**src/rtl/permutation_round_ctrl_pkg.sv**
```systemverilog
// Shared types and helpers for the ASCON permutation round controller:
// state type, mode/FSM encodings, round count and round constants.
package permutation_round_ctrl_pkg;

  localparam int NB_ROUNDS = 12;

  // x0 is word 0, x4 is word 4; each word is 64 bits.
  typedef logic [4:0][63:0] type_state;

  typedef enum logic [1:0] {
    MODE_P12 = 2'b00,
    MODE_P8  = 2'b01,
    MODE_P6  = 2'b10
  } mode_t;

  typedef enum logic [1:0] {
    IDLE = 2'b00,
    RUN  = 2'b01,
    DONE = 2'b10
  } fsm_t;

  // First round index for a permutation; the reserved code 11 runs as p12.
  function automatic logic [3:0] start_round(input logic [1:0] mode);
    case (mode)
      MODE_P8: start_round = 4'd4;
      MODE_P6: start_round = 4'd6;
      default: start_round = 4'd0;
    endcase
  endfunction

  function automatic logic [63:0] round_constant(input logic [3:0] round);
    logic [3:0] hi;
    hi = 4'hF - round;
    round_constant = {56'h0, hi, round};
  endfunction

endpackage

```
**src/rtl/permutation_round_ctrl_round_counter.sv**
```systemverilog
// Round index counter: loadable start index, advances on enable and
// saturates at the last round index.
module permutation_round_ctrl_round_counter
  import permutation_round_ctrl_pkg::*;
#(
  parameter int NB_ROUNDS_MAX = NB_ROUNDS
) (
  input  logic       clock_i,
  input  logic       resetb_i,
  input  logic       load_i,
  input  logic [3:0] load_val_i,
  input  logic       en_i,
  output logic [3:0] count_o,
  output logic       last_o
);

  localparam logic [3:0] LAST_ROUND = 4'(NB_ROUNDS_MAX - 1);

  logic [3:0] count_q, count_d;

  assign last_o  = (count_q == LAST_ROUND);
  assign count_o = count_q;

  always_comb begin
    count_d = count_q;
    if (load_i) begin
      count_d = load_val_i;
    end else if (en_i && !last_o) begin
      count_d = count_q + 4'd1;
    end
  end

  always_ff @(posedge clock_i or negedge resetb_i) begin
    if (!resetb_i) begin
      count_q <= 4'd0;
    end else begin
      count_q <= count_d;
    end
  end

endmodule

```
**src/rtl/permutation_round_ctrl.sv**
```systemverilog
// Sequential front end of the ASCON permutation: state register, round
// index and the IDLE/RUN/DONE sequencing for p12, p8 and p6.
module permutation_round_ctrl
  import permutation_round_ctrl_pkg::*;
#(
  parameter int NB_ROUNDS_MAX = NB_ROUNDS
) (
  input  logic       clock_i,
  input  logic       resetb_i,
  input  logic       start_i,
  input  logic [1:0] mode_i,
  input  type_state  state_i,
  input  type_state  round_state_i,
  output type_state  state_o,
  output logic [3:0] round_o,
  output logic       ready_o,
  output logic       busy_o,
  output logic       done_o
);

  fsm_t      fsm_q, fsm_d;
  type_state state_q, state_d;
  logic      cnt_load, cnt_en, cnt_last;
  logic [3:0] cnt_value;

  permutation_round_ctrl_round_counter #(
    .NB_ROUNDS_MAX(NB_ROUNDS_MAX)
  ) u_round_counter (
    .clock_i   (clock_i),
    .resetb_i  (resetb_i),
    .load_i    (cnt_load),
    .load_val_i(start_round(mode_i)),
    .en_i      (cnt_en),
    .count_o   (cnt_value),
    .last_o    (cnt_last)
  );

  // Handshake: ready_o marks the only cycles in which start_i is taken;
  // start_i elsewhere is dropped, not queued.
  always_comb begin
    fsm_d    = fsm_q;
    state_d  = state_q;
    cnt_load = 1'b0;
    cnt_en   = 1'b0;
    case (fsm_q)
      IDLE: begin
        if (start_i) begin
          state_d  = state_i;
          cnt_load = 1'b1;
          fsm_d    = RUN;
        end
      end
      RUN: begin
        state_d = round_state_i;
        cnt_en  = 1'b1;
        if (cnt_last) begin
          fsm_d = DONE;
        end
      end
      DONE: fsm_d = IDLE;
      default: fsm_d = IDLE;
    endcase
  end

  always_ff @(posedge clock_i or negedge resetb_i) begin
    if (!resetb_i) begin
      fsm_q   <= IDLE;
      state_q <= '0;
    end else begin
      fsm_q   <= fsm_d;
      state_q <= state_d;
    end
  end

  assign state_o = state_q;
  assign round_o = cnt_value;
  assign ready_o = (fsm_q == IDLE);
  assign busy_o  = (fsm_q == RUN);
  assign done_o  = (fsm_q == DONE);

endmodule

```
**config.mk**
```make
export PLATFORM = sky130hd
export DESIGN_NAME = permutation_round_ctrl
export DESIGN_NICKNAME = d
export VERILOG_FILES = /design/src/rtl/permutation_round_ctrl_pkg.sv /design/src/rtl/permutation_round_ctrl_round_counter.sv /design/src/rtl/permutation_round_ctrl.sv
export SDC_FILE = /design/constraint.sdc
export NUM_CORES = 1
export LEC_CHECK = 0
export CORE_AREA = 8 8 372 374
export CTS_CLUSTER_DIAMETER = 200
export DETAILED_ROUTE_END_ITERATION = 8
export DIE_AREA = 0 0 380 382
export PLACE_DENSITY = 0.35
export SETUP_SLACK_MARGIN = 0.02
export SLEW_MARGIN = 0
export SYNTH_ARGS = -nofsm -noshare
export SYNTH_HDL_FRONTEND = slang
export SYNTH_SLANG_ARGS = --single-unit
```
**constraint.sdc**
```tcl
create_clock -name clock_i -period 2.5 [get_ports clock_i]
set_clock_uncertainty 0.15 [all_clocks]
set_input_delay 0.25 -clock clock_i [delete_from_list [all_inputs] [get_ports clock_i]]
set_output_delay 0.25 -clock clock_i [all_outputs]
set_load 0.01 [all_outputs]
```
==> results.md <==
- Pleak: 11.9 nW
- Die area: 145,000 um2
- CP Max Fanout: 6
- Max rail drop VDD: 0.000427 V
- Util after Layout: 22.9%
- Post-Syn Instances: 1,420
- Routability cong.: 0.784
- Row cnt: 134
- Pre-CTS setup slack: 0.202 ns
- Max_cap viols: 0
- Status: completed
- CP Capture Type: output port
- Max Slew Vio Count: 0
- Maximum buffer depth of the clock tree: 3
- Hold path cells: 3
- Fin crit period: 2.25 ns
- CP max-delay cell: dfrtp_1
- R2r worst-path depth: 5
- First-pass GRT wire length: 139 mm
- Area grow syn2layout: 104%
- Min Hold Slack: 0.0645 ns
- Startpoint Class: flip-flop
- Final Hold Viols: 0
- Avg WL per Cell: 23.2 um
- RR Endpoint: state_o[247]$_DFFE_PN0P_
- RSZ-0062 raised after global routing: no
- Post-route DRC: 0
- Pre-antenna DRT Iters: 5
- Setup_tns: 0 ns
- Register area share after synthesis: 54.8%
- Syn. warnings: 0
- Hold WC Path Type: in2reg
- Routed via count: 15,200
- Final setup margin: 0.247 ns
- Height of the die: 382 um
- Clock Latency Late Sink: 0.61 ns
- Layout cell share with drive strength beyond 1: 5.57%
- Detail Route Antenna Nets: 0
- Tcrit/Tclk final: 90.1%
- CTS tree: built
- DR iter-0 viols: 554
- Clock transition at path regs: 0.05 ns
- CP max stage delay: 0.47 ns
- Final Setup Violations: 0
- Gr ovfl total: 0
- Setup Crit Path Kind: reg2out
- Hold path endpoint: state_o[220]$_DFFE_PN0P_
- Pin count of the biggest net entering global routing: 59
- Total wire length: 102 mm
- R2r setup slk: 0.37 ns
- Arr. time, crit path: 1.85 ns
- Final net count: 3,216
- Cell variety after synth: 24
- Critical Path, Cell by Cell: nand2b_2 > inv_8 > dlygate4sd2_1
- Die W: 380 um
- Net Count, Synth: 2,067
- Fill count: 14,500
- Vias in the first global route: 16,700
- Mean Syn Cell Area: 10.5 um2
- Via density: 3.46
- PortBufs: 971
- Inserted Clock Buffers: 48
- Gr usage total: 13.3%
- Commonest non-fill, non-tap cell in the layout: clkdlybuf4s50_1
- Worst slew pin tran: 0.661 ns
- Post-DP HPWL: 84.7 mm
- Worst flop-to-flop path startpoint: fsm_q[0]$_DFFE_PN0P_
- Worst Path Required: 2.10 ns
- Clock root cell: clkbuf_16
- Initial Utilization: 11.2%
- Power density cells: 1060 nW/um2
- Mapped cell area: 14,900 um2
- IO Pins: 972
- Most frequent cells in the layout: clkdlybuf4s50_1 (969), dfrtp_1 (326), nand2_1 (321)
- Max Clk Rate: 444 MHz
- CTS Sinks: 326
- Slew margin rel.: 56.0%
- Initial antenna violation count: 34
- Min-delay src: round_state_i[220]
- Number of register bits inferred by synthesis: 326
- Core Box Area: 132,000 um2
- CTS H-tree lvls: 2
-- worst max-delay path by stage --
stage                             startpoint                        to  cells past startpoint
floorplan               fsm_q[0]$_DFFE_PN0P_  state_o[100]$_DFFE_PN0P_                      6
global placement                     start_i  state_o[287]$_DFFE_PN0P_                      6
detailed placement                   start_i  state_o[315]$_DFFE_PN0P_                      6
CTS                     fsm_q[1]$_DFFE_PN0P_                    busy_o                      3
global route        state_o[225]$_DFFE_PN0P_              state_o[225]                      1
finish                  fsm_q[1]$_DFFE_PN0P_                    busy_o                      3
-- timing repair --
| item | in CTS | in global routing |
|---|---|---|
| buffers inserted | 0 | 0 |
| hold buffers | 162 | 0 |
| endpoints found under the setup margin | 1 | 0 |
| hold endpoints to repair | 464 | 0 |
| resized for setup | 2 | 0 |
-- final cells by class --
cell class              count  area, um2  area share (%)
flip-flops and latches    326       8160            26.9
clock inverters             6       50.0           0.165
clock buffers              79       1460            4.81
inverters                   2       15.0          0.0495
multi-input cells         985       6190            20.4
diodes                     20       50.0           0.165
repair buffers           1206      12200            40.2
well taps                1768       2210            7.29
-- state kept, by name, indices dropped and copies added, names as in the netlist --
register / cells
state_o: 320
u_round_counter.count_o: 4
fsm_q: 2
-- logic make-up (layout without fill, tap and decap cells) --
logic type                 after synthesis  in the layout  synth area share, %
other                                    0             20                    0
buffers and inverters                  109           1293                 3.63
muxes                                  320            320                 21.5
AOI/OAI and AO/OA                      327            327                 11.1
and+or+nand+nor                        336            336                 8.77
adders and majority gates                2              2                0.168
DFF                                    326            326                 54.8
-- where the power goes --
part,total [mW],internal (mW),leakage [nW],switching [mW]
Clock,6.70,3.94,0.732,2.76
Combinational,16.1,7.82,7.23,8.31
Sequential,9.20,7.57,3.89,1.63
Total,32.0,19.3,11.9,12.7
-- layer usage --
metal  global-route usage [%]  part of all wire [%]  vias to the layer above
li1                         -                     -                     7249
met2                     22.5                    48                      557
met4                     5.01                   4.1                       30
met3                     5.31                   8.2                      143
met1                     15.2                    39                     7198
met5                        0                  0.19                        -
-- through the flow --
step / total power [mW] / cell area (um2) / std cells
2_1_floorplan: 15.4 / 14900 / 1420
3_5_place_dp: 25.7 / 27200 / 4125
4_1_cts: 33.0 / 30300 / 4372
3_3_place_gp: 25.8 / 27200 / 4125
5_1_grt: 34.2 / 30300 / 4384
6_report: 32.0 / 30300 / 4392
-- worst max-delay path: cells and delay by family (launching register included) --
kind | cells | cell delay [ns]
buffers and inverters | 2 | 0.46
flip-flops | 1 | 0.47
AND/OR/NAND/NOR | 1 | 0.31
-- synth_stat cells (all sizes together) --
library cell	instances	area, um2
o21ai	322	1610
a21oi	3	15.0
and3	1	6.26
buf	69	390
ha	2	25.0
a221o	1	10.0
mux2i	320	3200
nor2	2	7.51
inv	2	7.50
nand2	321	1200
clkbuf	38	143
nor3b	2	20.0
and3b	1	8.76
nand2b	2	12.5
a221oi	1	8.76
nor2b	2	12.5
or3	2	12.5
dfrtp	326	8160
nand3b	2	15.0
nand3	1	5.00
Note: power is estimated with default switching activity, not from simulation.
